--- src/rtl/mult_pkg.sv ---
// Shared definitions for the sequential shift-add multiplier.
//   MULT_N     default operand width
//   multState  controller state encoding
package mult_pkg;

   localparam int unsigned MULT_N = 8;

   typedef enum logic [1:0] {
      Idle = 2'd0,
      Run  = 2'd1,
      Done = 2'd2
   } multState;

endpackage

--- src/rtl/seq_mult_ctrl_if.sv ---
// Operand / product handshake bundle for seq_mult_ctrl.
//   inValid, multiplicand, multiplier  operand pair offered by the source
//   inReady                            block can take an operand pair
//   outValid, product                  product offered to the consumer
//   outReady                           consumer takes the product
// master: operand source + product consumer; slave: the multiplier.
interface seq_mult_ctrl_if
   import mult_pkg::*;
#(
   parameter int unsigned N = MULT_N
);

   logic             inValid;
   logic             inReady;
   logic [N-1:0]     multiplicand;
   logic [N-1:0]     multiplier;
   logic             outValid;
   logic             outReady;
   logic [2*N-1:0]   product;

   modport master (
      output inValid, multiplicand, multiplier, outReady,
      input  inReady, outValid, product
   );

   modport slave (
      input  inValid, multiplicand, multiplier, outReady,
      output inReady, outValid, product
   );

endinterface

--- src/rtl/mult_row.sv ---
// One row of N multiplier cells chained carry-to-carry (carry into bit 0 is 0).
// Each cell adds the partial-product bit (multiplicandBit[i] & multiplierBit)
// to ppBitIn[i] with the ripple carry.
//   ppBitIn          upper half of the accumulator
//   multiplicandBit  operand A
//   multiplierBit    current multiplier bit (accumulator LSB)
//   sum              row sum, N bits
//   carryOut         carry out of the last cell
module mult_row
   import mult_pkg::*;
#(
   parameter int unsigned N = MULT_N
) (
   input  logic [N-1:0] ppBitIn,
   input  logic [N-1:0] multiplicandBit,
   input  logic         multiplierBit,
   output logic [N-1:0] sum,
   output logic         carryOut
);

   // Ripple through the cells in one process so the carry chain is a
   // single combinational path rather than a self-referencing vector.
   always_comb begin
      logic c;
      logic pp;
      c   = 1'b0;
      pp  = 1'b0;
      sum = '0;
      for (int i = 0; i < int'(N); i++) begin
         pp     = multiplicandBit[i] & multiplierBit;
         sum[i] = ppBitIn[i] ^ pp ^ c;
         c      = (ppBitIn[i] & pp) | (c & (ppBitIn[i] ^ pp));
      end
      carryOut = c;
   end

endmodule

--- src/rtl/seq_mult_ctrl.sv ---
// Sequential shift-add multiplier controller. Takes an operand pair, steps a
// single mult_row once per clock for N clocks, then offers the 2N-bit product.
//   clk    rising-edge clock
//   reset  synchronous, active-high
//   bus    operand/product handshake (slave side)
//   busy   high while stepping
module seq_mult_ctrl
   import mult_pkg::*;
#(
   parameter int unsigned N = MULT_N
) (
   input  logic            clk,
   input  logic            reset,
   seq_mult_ctrl_if.slave  bus,
   output logic            busy
);

   localparam int unsigned CW = (N > 1) ? $clog2(N) : 1;

   multState          stateQ, stateD;
   logic [CW-1:0]     countQ, countD;
   logic [2*N-1:0]    accQ, accD;
   logic [N-1:0]      aQ, aD;
   logic [N-1:0]      rowSum;
   logic              rowCarry;

   mult_row #(
      .N (N)
   ) uRow (
      .ppBitIn         (accQ[2*N-1:N]),
      .multiplicandBit (aQ),
      .multiplierBit   (accQ[0]),
      .sum             (rowSum),
      .carryOut        (rowCarry)
   );

   always_comb begin
      stateD = stateQ;
      countD = countQ;
      accD   = accQ;
      aD     = aQ;
      unique case (stateQ)
         Idle: begin
            if (bus.inValid) begin
               aD     = bus.multiplicand;
               accD   = {{N{1'b0}}, bus.multiplier};
               countD = '0;
               stateD = Run;
            end
         end
         Run: begin
            // Row carry refills the top bit, so the product never truncates.
            accD = {rowCarry, rowSum, accQ[N-1:1]};
            if (countQ == CW'(N - 1)) begin
               // Hold at N-1 instead of wrapping.
               stateD = Done;
            end else begin
               countD = countQ + CW'(1);
            end
         end
         Done: begin
            if (bus.outReady) begin
               stateD = Idle;
            end
         end
         default: stateD = Idle;
      endcase
   end

   always_ff @(posedge clk) begin
      if (reset) begin
         stateQ <= Idle;
         countQ <= '0;
         accQ   <= '0;
         aQ     <= '0;
      end else begin
         stateQ <= stateD;
         countQ <= countD;
         accQ   <= accD;
         aQ     <= aD;
      end
   end

   assign bus.inReady  = (stateQ == Idle);
   assign bus.outValid = (stateQ == Done);
   assign bus.product  = accQ;
   assign busy         = (stateQ == Run);

endmodule

--- src/flat_wrapper.sv ---
// flat-port wrapper written by rule: the top's interface ports become plain ports
module seq_mult_ctrl_flat import mult_pkg::*;
#(
   parameter int unsigned N = MULT_N
)
  (clk, reset, busy, bus_inValid, bus_multiplicand, bus_multiplier, bus_outReady, bus_inReady, bus_outValid, bus_product);
  seq_mult_ctrl_if #(.N(N)) bus_i ();
  input  logic clk;
  input  logic reset;
  output logic busy;
  input wire logic [$bits(bus_i.inValid)-1:0] bus_inValid;
  input wire logic [$bits(bus_i.multiplicand)-1:0] bus_multiplicand;
  input wire logic [$bits(bus_i.multiplier)-1:0] bus_multiplier;
  input wire logic [$bits(bus_i.outReady)-1:0] bus_outReady;
  output wire logic [$bits(bus_i.inReady)-1:0] bus_inReady;
  output wire logic [$bits(bus_i.outValid)-1:0] bus_outValid;
  output wire logic [$bits(bus_i.product)-1:0] bus_product;
  assign bus_i.inValid = bus_inValid;
  assign bus_i.multiplicand = bus_multiplicand;
  assign bus_i.multiplier = bus_multiplier;
  assign bus_i.outReady = bus_outReady;
  assign bus_inReady = bus_i.inReady;
  assign bus_outValid = bus_i.outValid;
  assign bus_product = bus_i.product;
  seq_mult_ctrl #(.N(N)) u_core (.clk(clk), .reset(reset), .bus(bus_i), .busy(busy));
endmodule
--- config.mk ---
export PLATFORM = sky130hd
export DESIGN_NAME = seq_mult_ctrl_flat
export DESIGN_NICKNAME = d
export VERILOG_FILES = /design/src/rtl/mult_pkg.sv /design/src/rtl/seq_mult_ctrl_if.sv /design/src/rtl/mult_row.sv /design/src/rtl/seq_mult_ctrl.sv /design/src/flat_wrapper.sv
export SDC_FILE = /design/constraint.sdc
export NUM_CORES = 1
export LEC_CHECK = 0
export CELL_PAD_IN_SITES_DETAIL_PLACEMENT = 0
export CELL_PAD_IN_SITES_GLOBAL_PLACEMENT = 1
export CORE_MARGIN = 1.5
export CORE_UTILIZATION = 35
export CTS_CLUSTER_DIAMETER = 100
export DETAILED_ROUTE_END_ITERATION = 16
export MAX_ROUTING_LAYER = met4
export PLACE_DENSITY = 0.83
export RECOVER_POWER = 25
export REMOVE_ABC_BUFFERS = 1
export SLEW_MARGIN = 20
export SYNTH_ARGS = -nofsm -noshare
export SYNTH_HDL_FRONTEND = slang
export SYNTH_SLANG_ARGS = --single-unit
--- constraint.sdc ---
create_clock -name clk -period 4.85 [get_ports clk]
set_clock_uncertainty 0.1 [all_clocks]
set_input_delay 1.2125 -clock clk [delete_from_list [all_inputs] [get_ports clk]]
set_output_delay 1.2125 -clock clk [all_outputs]
set_load 0.02 [all_outputs]
Yosys cells after proc, flatten, opt, wreduce, memory -nomap -nowiden
Index checks and enable logic that the tools add are counted.
- $add $sub $neg: 1
- $mul: 0
- div/mod/pow operators: 0
- order comparisons: 0
- equality and inequality tests: 7
- shift-type cells: 0
- mux-type cells: 9
- bitwise logic cells: 45
- reduce and logical (&&, ||, !) cells: 6
- operator list (operator ; number):
    $pmux W16 S2 ; 1
    $and A1 B1 Y1 ; 23
    $mux W16 ; 1
    $xor A1 B1 Y1 ; 15
    $or A1 B1 Y1 ; 7
    $mux W2 ; 3
    $mux W3 ; 2
    $ne A2 B2 Y1 const B ; 3
    $pmux W2 S3 ; 1
    $pmux W3 S2 ; 1
    $reduce_and A3 Y1 ; 2
    $reduce_and A2 Y1 ; 2
    $add A3 B1 Y3 const B ; 1
    $eq A3 B3 Y1 const B ; 1
    $eq A2 B1 Y1 const B ; 1
    $eq A2 B2 Y1 const B ; 1
    $logic_not A2 Y1 ; 1
    $ne A2 B1 Y1 const B ; 1
    $reduce_bool A2 Y1 ; 1
- register bits after elaboration: 29
- bits in latches: 0
- memory bits (writable): 0
- ROM bits: 0
- input port bits: 20
- output and inout bits: 19
- word-level logic and storage cells: 72
- memories kept: 0

Depth between registers and ports, before layout
Gate-level depths: netlist (run 1).
- word-level depth: 17
- gate-level depth with buffers: 16
- depth with buffers taken out: 15

Cells and area by module
A second synthesis (run 1) with hierarchy kept.
- cells, all modules: 167
- area, all modules: 1392.6 µm²
- by module, submodules not included (module ; instances ; cells each ; area each (µm²) ; seq. area each (µm²)):
    seq_mult_ctrl ; 1 ; 143 ; 1164.9 ; 580.6
    mult_row ; 1 ; 24 ; 227.7 ; 0.0

Least setup slack after synthesis (run 1)
OpenSTA, ideal clock, no wires.
- kind: register to register
- start point: register u_core.accQ[0], in the netlist u_core.bus.product[0]
- end point: register u_core.accQ[14], in the netlist u_core.bus.product[14]
- setup time: 0.128 ns
- data arrival time: 3.431 ns
- data required time: 4.622 ns
- path slack: 1.192 ns
- cell stages (with the launch flop): 17
- path buffers: 1
- period minus slack after synthesis: 3.658 ns
- cell sequence: dfxtp_1 > clkbuf_1 > and2_1 > ha_1 > inv_1 > fa_1 > fa_1 > fa_1 > fa_1 > inv_1 > fa_1 > fa_1 > inv_1 > fa_1 > nor3b_1 > a31oi_1 > nor2_1
- word-level cells in the longest chain between the ends: 16
- elaborated cells on any way between the ends: 36
- classes of those cells: mux: 1; bitwise: 35
- ends and longest elaborated chain (item ; line ; RTL):
    from (decl) ; seq_mult_ctrl.sv:22 ; logic [2*N-1:0] accQ, accD;
    from (signal assigned) ; seq_mult_ctrl.sv:74 ; accQ <= '0;
    from (signal assigned) ; seq_mult_ctrl.sv:79 ; accQ <= accD;
    $and A1 B1 Y1 ; mult_row.sv:30 ; pp = multiplicandBit[i] & multiplierBit;
    $and A1 B1 Y1 or $xor A1 B1 Y1 (tied branches) ; mult_row.sv:32 ; c = (ppBitIn[i] & pp) | (c & (ppBitIn[i] ^ pp));
    $and A1 B1 Y1 ; mult_row.sv:32 ;
    $or A1 B1 Y1 ; mult_row.sv:32 ;
    $and A1 B1 Y1 ; mult_row.sv:32 ;
    $or A1 B1 Y1 ; mult_row.sv:32 ;
    $and A1 B1 Y1 ; mult_row.sv:32 ;
    $or A1 B1 Y1 ; mult_row.sv:32 ;
    $and A1 B1 Y1 ; mult_row.sv:32 ;
    $or A1 B1 Y1 ; mult_row.sv:32 ;
    $and A1 B1 Y1 ; mult_row.sv:32 ;
    $or A1 B1 Y1 ; mult_row.sv:32 ;
    $and A1 B1 Y1 ; mult_row.sv:32 ;
    $or A1 B1 Y1 ; mult_row.sv:32 ;
    $xor A1 B1 Y1 (*) ; mult_row.sv:31 ; sum[i] = ppBitIn[i] ^ pp ^ c;
    $pmux W16 S2 (*) ; seq_mult_ctrl.sv:42 ; unique case (stateQ)
Mark *: on every way between the ends. The rest lies on a longest branch, timed or not.
A chain may end at the register's enable or synchronous reset.

Worst setup path in the final report (run 1)
Ends and elaborated chain as after synthesis.

==> results.yml, run 1 <==
worst_setup_path:
  crit_slowest_cell: "dfxtp_1"
  startpoint: "u_core.bus.product[0]"
  cpMostUsedCell: "fa_1"
  slowest_delay_ps: 480
  cp_cell_sequence: "and2_1 > ha_1 > inv_1 > fa_1 > fa_1 > fa_1 > fa_1 > inv_1 > fa_1 > fa_1 > inv_1 > fa_1 > nor3b_1 > a31oi_1 > nor2_1"
  path_class: "reg2reg"
  critical_path.startpoint_type: "flop"
  critical_path_arrival_ps: 3850
  rr_endpoint: "u_core.bus.product[14]"
  crit_end: "u_core.bus.product[14]"
  end_kind: "flop"
  path_max_fanout: 10
  rr_worst_depth: 15
  r2r-start: "u_core.bus.product[0]"
  crit_required_ps: 4890
  regToRegSetupSlack_ps: 1040
pwr:
  power.leakage_nw: 0.689
  power_mw: 0.540
  ir_drop_v: 0.000168
  power_density_nw_per_um2: 280
sta:
  finalSetupViolCount: 0
  min_period_over_period_pct: 78.5
  rsz0062_at_grt: "no"
  finalHoldViolations: 0
  max_freq_mhz: 263
  drv_slew: 0
  postLayoutSetupSlackWorst_ps: 1040
  tightest_slew_ps: 621
  fin_crit_ps: 3810
  slew_headroom_pct: 58.4
  setup_tns_ps: 0
  whs_ps: 356
cts:
  clk_latency_ps: 270
  cts_root_buffer: "clkbuf_8"
  cts_setup_buffers: 0
  cts_tree: "done"
  cts-buffers-inserted: 5
  numClockSinks: 29
  cts_hold_buf: 0
  htree_num_levels: 2
  ctsLongestPathBuffers: 2
  cts.clk_slew.worst_paths_ps: 60
  cts_resized: 0
synth:
  netlist_instances: 166
  ys_seq_area_share_pct: 39.2
  synth-edff-count: 0
  syn-cell-area_um2: 1480
  synth_top_area_share_pct: 39.2
  ys.flop_type: "dfxtp_1"
  ys_seq_elements: 29
  avgSynthCellArea_um2: 8.93
  yosysTopAreaCell: "dfxtp_1"
  async_flop_share_pct: 0
  synth_area_leaders: "dfxtp_1, fa_1, nand2_1"
  ys_types: 27
  yosysWarnings: 0
global_routing:
  grt_usage_pct: 16.0
  grt-ovfl-total: 0
  grt_max_degree: 30
  first_global_vias: 1209
  grt_pass1_wl_um: 5350
  antenna_found_initial: 0
floorplan:
  initial_utilization_pct: 36.8
  core_area_um2: 4030
  fp.dieH_um: 68.1
  io_pins: 39
  std_cell_rows: 23
  die-area_um2: 4640
  die_w_um: 68.1
drt:
  post_drt_wl_per_cell_um: 13.0
  totalWireLength_um: 3220
  drt_iter0_drc: 74
  num_vias: 1225
  drtPass1Iterations: 4
  viasPerCell: 4.94
  remaining_drc_errors: 0
  ant_nets: 0
finish:
  antenna_cells: 0
  nNetsFinal: 228
  drive_above_1_share_pct: 6.57
  area_delta_synth_final_pct: 30.0
outcome:
  outcome: "complete, no violations"
placed_design:
  preCtsSetupSlack_ps: 1010
  gp_congestion: 0.752
  dp_hpwl_um: 2280
  portBuffers: 38
flow_run:
  cap_violations: 0
worst_hold_path:
  hold_path_class: "reg2reg"
worst min-delay path by stage:
| stage | startpoint | to | slack (ps) | depth (start not counted) |
|---|---|---|---|---|
| after floorplan | u_core.aQ[0] | u_core.aQ[0] | 330 | 2 |
| after global placement | u_core.aQ[0] | u_core.aQ[0] | 350 | 2 |
| after detailed placement | u_core.aQ[4] | u_core.aQ[4] | 350 | 2 |
| after CTS | u_core.aQ[4] | u_core.aQ[4] | 360 | 2 |
| after global routing | u_core.aQ[2] | u_core.aQ[2] | 390 | 2 |
| final | u_core.aQ[4] | u_core.aQ[4] | 360 | 2 |
registers in the layout, indices dropped and copies added (netlist names):
name and flops:
u_core.bus.product 16, u_core.stateQ 2, u_core.countQ 3, u_core.aQ 8
power by group:
part           internal, mW  total, mW  switching (mW)
registers             0.250      0.260         0.00922
logic                0.0419     0.0859          0.0440
clock network         0.112      0.195          0.0824
total                 0.405      0.540           0.136
routing by layer:
metal	track usage (%)	part of all wire, %	vias up
met5	-	0	-
met4	8.75	2.5	0
met3	3.95	3.9	7
met2	26.8	50	22
met1	17.4	43	573
li1	-	-	623
area by class of cell:
class                           instances  area [µm²]
Fill cell                             416        2100
Multi-Input combinational cell        113         777
Sequential cell                        29         581
Timing Repair Buffer                   39         383
Clock buffer                            7        86.3
Tap cell                               50        62.6
Inverter                               10        37.5
synth_stat cells (2+ instances only):
master    count
dfxtp_1      29
nand2_1      26
nor2_1       17
inv_1        10
a211oi_1      9
a21oi_1       9
a31oi_1       9
mux2i_1       8
fa_1          7
nor3b_1       6
clkbuf_1      5
buf_2         4
nand3_1       4
and2_1        3
buf_6         3
ha_1          3
a21oi_2       2
buf_4         2
nand3_2       2
cell families (layout without fill, tap and decap cells):
logic type / after synthesis / in the layout / share of synthesized area, %
flip-flops: 29 / 29 / 39.2
multiplexers: 8 / 8 / 5.40
adder cells (fa/ha/maj): 10 / 10 / 12.0
AND/OR/NAND/NOR: 63 / 63 / 20.8
AO/OA/AOI/OAI: 32 / 32 / 14.3
buffers and inverters: 24 / 56 / 8.44
metrics by stage:
stage          area [µm²]  utilization [%]  cells
6_report             1930             47.8    248
5_1_grt              1930             47.8    248
4_1_cts              1930             48.0    248
3_5_place_dp         1850             45.8    241
3_3_place_gp         1850             45.8    241
2_1_floorplan        1400                -    152
layout by cell type (no fill, tap or decap):
cell,instances
clkdlybuf4s50_1,35
dfxtp_1,29
nand2_1,26
nor2_1,17
inv_1,10
a21oi_1,9
a211oi_1,9
a31oi_1,9
mux2i_1,8
fa_1,7
nor3b_1,6
clkbuf_8,6
nand3_1,4
and2_1,3
ha_1,3
nand3_2,2
a21oi_2,2
dlygate4sd3_1,2
nand2b_1,1
nor2b_1,1
nor3b_2,1
or3b_1,1
a22oi_1,1
o21bai_1,1
o21ba_1,1
nor4b_1,1
clkbuf_1,1
buf_2,1
buf_4,1
worst max-delay path: cells and delay by family (launching register included):
family	cells	cell delay (ps)
buffers and inverters	3	170
flip-flops	1	480
AND/OR/NAND/NOR	3	290
AO/OA/AOI/OAI	1	170
adder cells (fa/ha/maj)	8	2470
(Power assumes the default switching activity.)
==> inputs of run 2 (changes only) <==
--- a/config.mk
+++ b/config.mk
@@ -8,11 +8,11 @@
 export CELL_PAD_IN_SITES_DETAIL_PLACEMENT = 0
 export CELL_PAD_IN_SITES_GLOBAL_PLACEMENT = 1
 export CORE_MARGIN = 1.5
-export CORE_UTILIZATION = 35
+export CORE_UTILIZATION = 32
 export CTS_CLUSTER_DIAMETER = 100
 export DETAILED_ROUTE_END_ITERATION = 16
 export MAX_ROUTING_LAYER = met4
-export PLACE_DENSITY = 0.83
+export PLACE_DENSITY = 0.8
 export RECOVER_POWER = 25
 export REMOVE_ABC_BUFFERS = 1
 export SLEW_MARGIN = 20
==> constraint.sdc (replaced) <==
create_clock -name clk -period 3.3 [get_ports clk]
set_clock_uncertainty 0.1 [all_clocks]
set_input_delay 0.825 -clock clk [delete_from_list [all_inputs] [get_ports clk]]
set_output_delay 0.825 -clock clk [all_outputs]
set_load 0.02 [all_outputs]
==> run 2 against run 1 <==
  * The run now ends with negative setup slack left
  * First-iteration DRC count decreased by 14%
  * Non-clock buffer count rose by 7
  * Sequential power grew 46%
  * Worst setup slack got worse by 1200 ps
  * Maximum frequency increased by 9.7%
  * Global-route usage fell by 1.6 points
  * Register-to-register slack got worse by 1200 ps
  * Sequential share of layout area down 1.4 points
  * Worst hold slack got worse by 2.7 ps
  * Cell count rose by 3.6%
  * Highest routed layer unchanged
==> results.yml, run 2 (same netlist as run 1, synthesis figures left out) <==
outcome:
  outcome: "finished, violations left"
  violations: "negative setup slack"
cts:
  cts_hold_buf: 0
  cts.clk_slew.worst_paths_ps: 60
  clk_latency_ps: 280
  numClockSinks: 29
  ctsLongestPathBuffers: 2
  cts_tree: "done"
  cts_root_buffer: "clkbuf_8"
  htree_num_levels: 2
  cts-buffers-inserted: 5
finish:
  area_delta_synth_final_pct: 36.8
  final_cell_mix: "clkdlybuf4s50_1, dfxtp_1, nand2_1"
  antenna_cells: 0
  nNetsFinal: 235
  largest_register_ffs: 16
  n_fill_cell: 426
  final_area_um2: 2030
  drive_above_1_share_pct: 17.1
  layout.cells.most_common: "clkdlybuf4s50_1"
global_routing:
  grt_usage_pct: 14.4
  first_global_vias: 1199
  grt-ovfl-total: 0
  grt_pass1_wl_um: 5430
  antenna_found_initial: 0
  grt_max_degree: 30
pwr:
  power.leakage_nw: 0.718
  ir_drop_v: 0.000204
  power_density_nw_per_um2: 397
floorplan:
  die-area_um2: 5050
  core_area_um2: 4410
  std_cell_rows: 24
  io_pins: 39
  fp.dieH_um: 71.1
  initial_utilization_pct: 33.6
  die_w_um: 71.1
sta:
  fin_crit_ps: 3470
  min_period_over_period_pct: 105
  finalHoldViolations: 0
  slew_headroom_pct: 60.9
  tightest_slew_ps: 587
  max_freq_mhz: 288
  whs_ps: 353
  rsz0062_at_grt: "yes"
  postLayoutSetupSlackWorst_ps: -170
  setup_tns_ps: -176
  drv_slew: 0
  finalSetupViolCount: 2
worst_setup_path:
  critical_path.startpoint_type: "flop"
  end_kind: "flop"
  crit_required_ps: 3360
  critical_path_arrival_ps: 3530
  cp_cell_sequence: "and2_4 > ha_4 > inv_2 > fa_2 > fa_2 > fa_2 > fa_2 > inv_2 > fa_2 > fa_2 > inv_2 > fa_2 > nor3b_2 > a31oi_1 > nor2_1"
  slowest_delay_ps: 520
  crit_slowest_cell: "fa_2"
  path_max_fanout: 2
  cpMostUsedCell: "fa_2"
  path_class: "reg2reg"
drt:
  num_vias: 1235
  remaining_drc_errors: 0
  ant_nets: 0
  drt_iter0_drc: 64
  post_drt_wl_per_cell_um: 12.5
  drtPass1Iterations: 4
  viasPerCell: 4.81
  totalWireLength_um: 3200
placed_design:
  dpl_cell_area_um2: 1890
  gp_congestion: 0.753
  dp_hpwl_um: 2170
  portBuffers: 38
worst_hold_path:
  hold_path_class: "reg2reg"
flow_run:
  cap_violations: 0
[run 2: cell count changes in the layout (fill, tap and decap cells not counted), sizes merged]
| cell | change |
|---|---|
| buf | +5 |
| clkbuf | +1 |
| clkdlybuf4s50 | +2 |
| dlygate4sd3 | -1 |
[run 2: through the flow]
step	util [%]	setup slack (ps)	std cells	power (mW)
floorplan	-	-390	152	0.451
global placement	42.9	-208	249	0.522
detailed placement	42.9	-260	249	0.523
CTS	45.0	-144	256	0.817
global route	45.9	-324	257	0.846
finish	45.9	-170	257	0.805
[run 2: timing repair]
item / 4_1_cts / 5_1_grt
resized for setup: 3 / 14
buffers inserted: 0 / 1
pin swaps: 0 / 2
endpoints found under the setup margin: 2 / 2
[run 2: cell type report]
cell class                      instances  area [µm²]  share of cell area (%)
Multi-Input combinational cell        113         820                    40.4
Inverter                               10        37.5                    1.85
Clock buffer                            7        86.3                    4.26
Sequential cell                        29         583                    28.7
Tap cell                               52        65.1                    3.21
Timing Repair Buffer                   46         437                    21.5
[run 2: path summary, 6_finish.rpt]
check               start                endpoint  slack, ps  cells after the start
max          u_core.aQ[0]  u_core.bus.product[14]       -170                     15
min          u_core.aQ[6]            u_core.aQ[6]        350                      2
max reg2reg  u_core.aQ[0]  u_core.bus.product[14]       -170                     15
min reg2reg  u_core.aQ[6]            u_core.aQ[6]        350                      2
[run 2: power breakdown]
part           leakage [nW]  total [mW]  internal [mW]  switching, mW
logic                 0.436       0.135         0.0680         0.0671
clock network        0.0443       0.290          0.165          0.125
registers             0.238       0.380          0.368         0.0114
[run 2: worst max-delay path: cells and delay by family, from the launching register on]
kind,cells,cell delay [ps]
DFF,1,320
buffers and inverters,3,130
AOI/OAI and AO/OA,1,150
adders and majority gates,8,2410
and+or+nand+nor,3,230
[run 2: metal layers]
layer	global-route usage, %	routed length, µm	vias to the layer above
met5	-	0	-
met4	8.81	85	0
met3	3.56	142	9
met2	20.5	1360	28
met1	18.3	1610	563
li1	-	-	635
==> inputs of run 3 (changes only) <==
--- a/config.mk
+++ b/config.mk
@@ -19,3 +19,4 @@
 export SYNTH_ARGS = -nofsm -noshare
 export SYNTH_HDL_FRONTEND = slang
 export SYNTH_SLANG_ARGS = --single-unit
+export TNS_END_PERCENT = 1
==> run 3 against run 2 <==
  * The run still ends with negative setup slack left
  * Combinational power about the same
  * Cell area down 2.0%
  * Maximum frequency grew 0.36%
  * Power decreased by 0.26%
==> results.yml, run 3 (same netlist as run 1, synthesis figures left out) <==
pwr:
  swShare_pct: 25.4
  power_density_nw_per_um2: 404
  power.leakage_nw: 0.718
  p_switching_mw: 0.204
  seqPwrFrac_pct: 47.2
  power.internal_mw: 0.600
  power_mw: 0.803
  pwr-share-comb_pct: 16.6
  p_clk_share_pct: 36.2
  ir_drop_v: 0.000211
worst_setup_path:
  rr_endpoint: "u_core.bus.product[14]"
  startpoint: "u_core.aQ[0]"
  path_max_fanout: 2
  crit_required_ps: 3360
  regToRegSetupSlack_ps: -160
  slowest_delay_ps: 500
  rr_worst_depth: 15
  crit_slowest_cell: "fa_1"
  path_class: "reg2reg"
  end_kind: "flop"
  critical_path_arrival_ps: 3520
  r2r-start: "u_core.aQ[0]"
  cpMostUsedCell: "fa_1"
  cp_cell_sequence: "and2_1 > ha_1 > inv_1 > fa_2 > fa_2 > fa_2 > fa_1 > inv_1 > fa_1 > fa_1 > inv_1 > fa_1 > nor3b_2 > a31oi_1 > nor2_1"
  crit_end: "u_core.bus.product[14]"
  critical_path.startpoint_type: "flop"
cts:
  cts_root_buffer: "clkbuf_8"
  cts-buffers-inserted: 5
  ctsLongestPathBuffers: 2
  numClockSinks: 29
  cts.clk_slew.worst_paths_ps: 60
  cts_tree: "done"
  htree_num_levels: 2
  cts_setup_buffers: 0
  clk_latency_ps: 280
sta:
  drv_slew: 0
  postLayoutSetupSlackWorst_ps: -158
  tightest_slew_ps: 612
  rsz0062_at_grt: "yes"
  finalHoldViolations: 0
  finalSetupViolCount: 2
  fin_crit_ps: 3460
  max_freq_mhz: 289
  min_period_over_period_pct: 105
  slew_headroom_pct: 59.0
global_routing:
  grt_usage_pct: 14.4
  antenna_found_initial: 0
  first_global_vias: 1197
  grt_pass1_wl_um: 5430
  grt_max_degree: 30
  grt-ovfl-total: 0
finish:
  layout.cells.most_common: "clkdlybuf4s50_1"
  fin_util_pct: 45.0
  area_delta_synth_final_pct: 34.1
  antenna_cells: 0
  largest_register_ffs: 16
  stdcell_count: 256
  final_cell_mix: "clkdlybuf4s50_1, dfxtp_1, nand2_1"
  drive_above_1_share_pct: 10.8
  nNetsFinal: 234
  final_area_um2: 1990
placed_design:
  dp.cells: 249
  dp_hpwl_um: 2170
  dpl_cell_area_um2: 1890
  portBuffers: 38
  gp_congestion: 0.753
  preCtsSetupSlack_ps: -260
drt:
  ant_nets: 0
  viasPerCell: 4.76
  num_vias: 1219
  totalWireLength_um: 3150
  drt_iter0_drc: 62
  post_drt_wl_per_cell_um: 12.3
  drtPass1Iterations: 2
  remaining_drc_errors: 0
floorplan:
  fp.dieH_um: 71.1
  io_pins: 39
  std_cell_rows: 24
  core_area_um2: 4410
  initial_utilization_pct: 33.6
  die-area_um2: 5050
  die_w_um: 71.1
worst_hold_path:
  hold_path_class: "reg2reg"
outcome:
  violations: "negative setup slack"
  outcome: "finished, violations left"
flow_run:
  cap_violations: 0
run 3: changes by cell type in the layout (fill, tap and decap cells not counted), sizes merged:
cell  delta
buf      -1
run 3: layer usage:
metal / vias to the layer above / global-route usage (%) / wire, µm
met1: 547 / 18.3 / 1610
met5: - / - / 0
met3: 8 / 3.56 / 133
met4: 0 / 8.81 / 82
met2: 24 / 20.5 / 1330
li1: 640 / - / -
run 3: what timing repair did:
| action | CTS | global route |
|---|---|---|
| gates resized for setup | 3 | 1 |
| endpoints found under the setup margin | 2 | 2 |
| hold buffers | 0 | 0 |
| endpoints found under the hold margin | 0 | 0 |
| gates cloned | 0 | 0 |
run 3: final cells by class:
type,count,area (µm²)
fill,427,2430
multi-input combinational,113,790
sequential,29,581
timing repair buffer,45,429
clock buffer,7,86.3
tap,52,65.1
inverter,10,37.5
run 3: worst max-delay path, delay by kind of cell (launching register included):
| kind | cells | cell delay, ps |
|---|---|---|
| AO/OA/AOI/OAI | 1 | 150 |
| adder cells (fa/ha/maj) | 8 | 2370 |
| buffers and inverters | 3 | 170 |
| flip-flops | 1 | 320 |
| AND/OR/NAND/NOR | 3 | 220 |
run 3: through the flow:
stage	setup TNS [ps]	hold WS, ps
final	-197	350
after detailed placement	-417	346
after floorplan	-710	326
after CTS	-189	354
after global routing	-742	388
after global placement	-323	341
run 3: power by group through the flow:
stage / Combinational [mW] / Sequential (mW) / Clock (mW)
CTS: 0.137 / 0.379 / 0.302
detailed placement: 0.136 / 0.387 / 0
global placement: 0.135 / 0.387 / 0
floorplan: 0.0472 / 0.403 / 0
finish: 0.133 / 0.379 / 0.290
global route: 0.146 / 0.382 / 0.316
run 3: how the worst min path moves through the flow:
stage	endpoint	depth (start not counted)	slack, ps	startpoint
global placement	u_core.aQ[6]	2	340	u_core.aQ[6]
floorplan	u_core.aQ[0]	2	330	u_core.aQ[0]
finish	u_core.aQ[0]	2	350	u_core.aQ[0]
CTS	u_core.aQ[0]	2	350	u_core.aQ[0]
global route	u_core.aQ[6]	2	390	u_core.aQ[6]
detailed placement	u_core.aQ[0]	2	350	u_core.aQ[0]
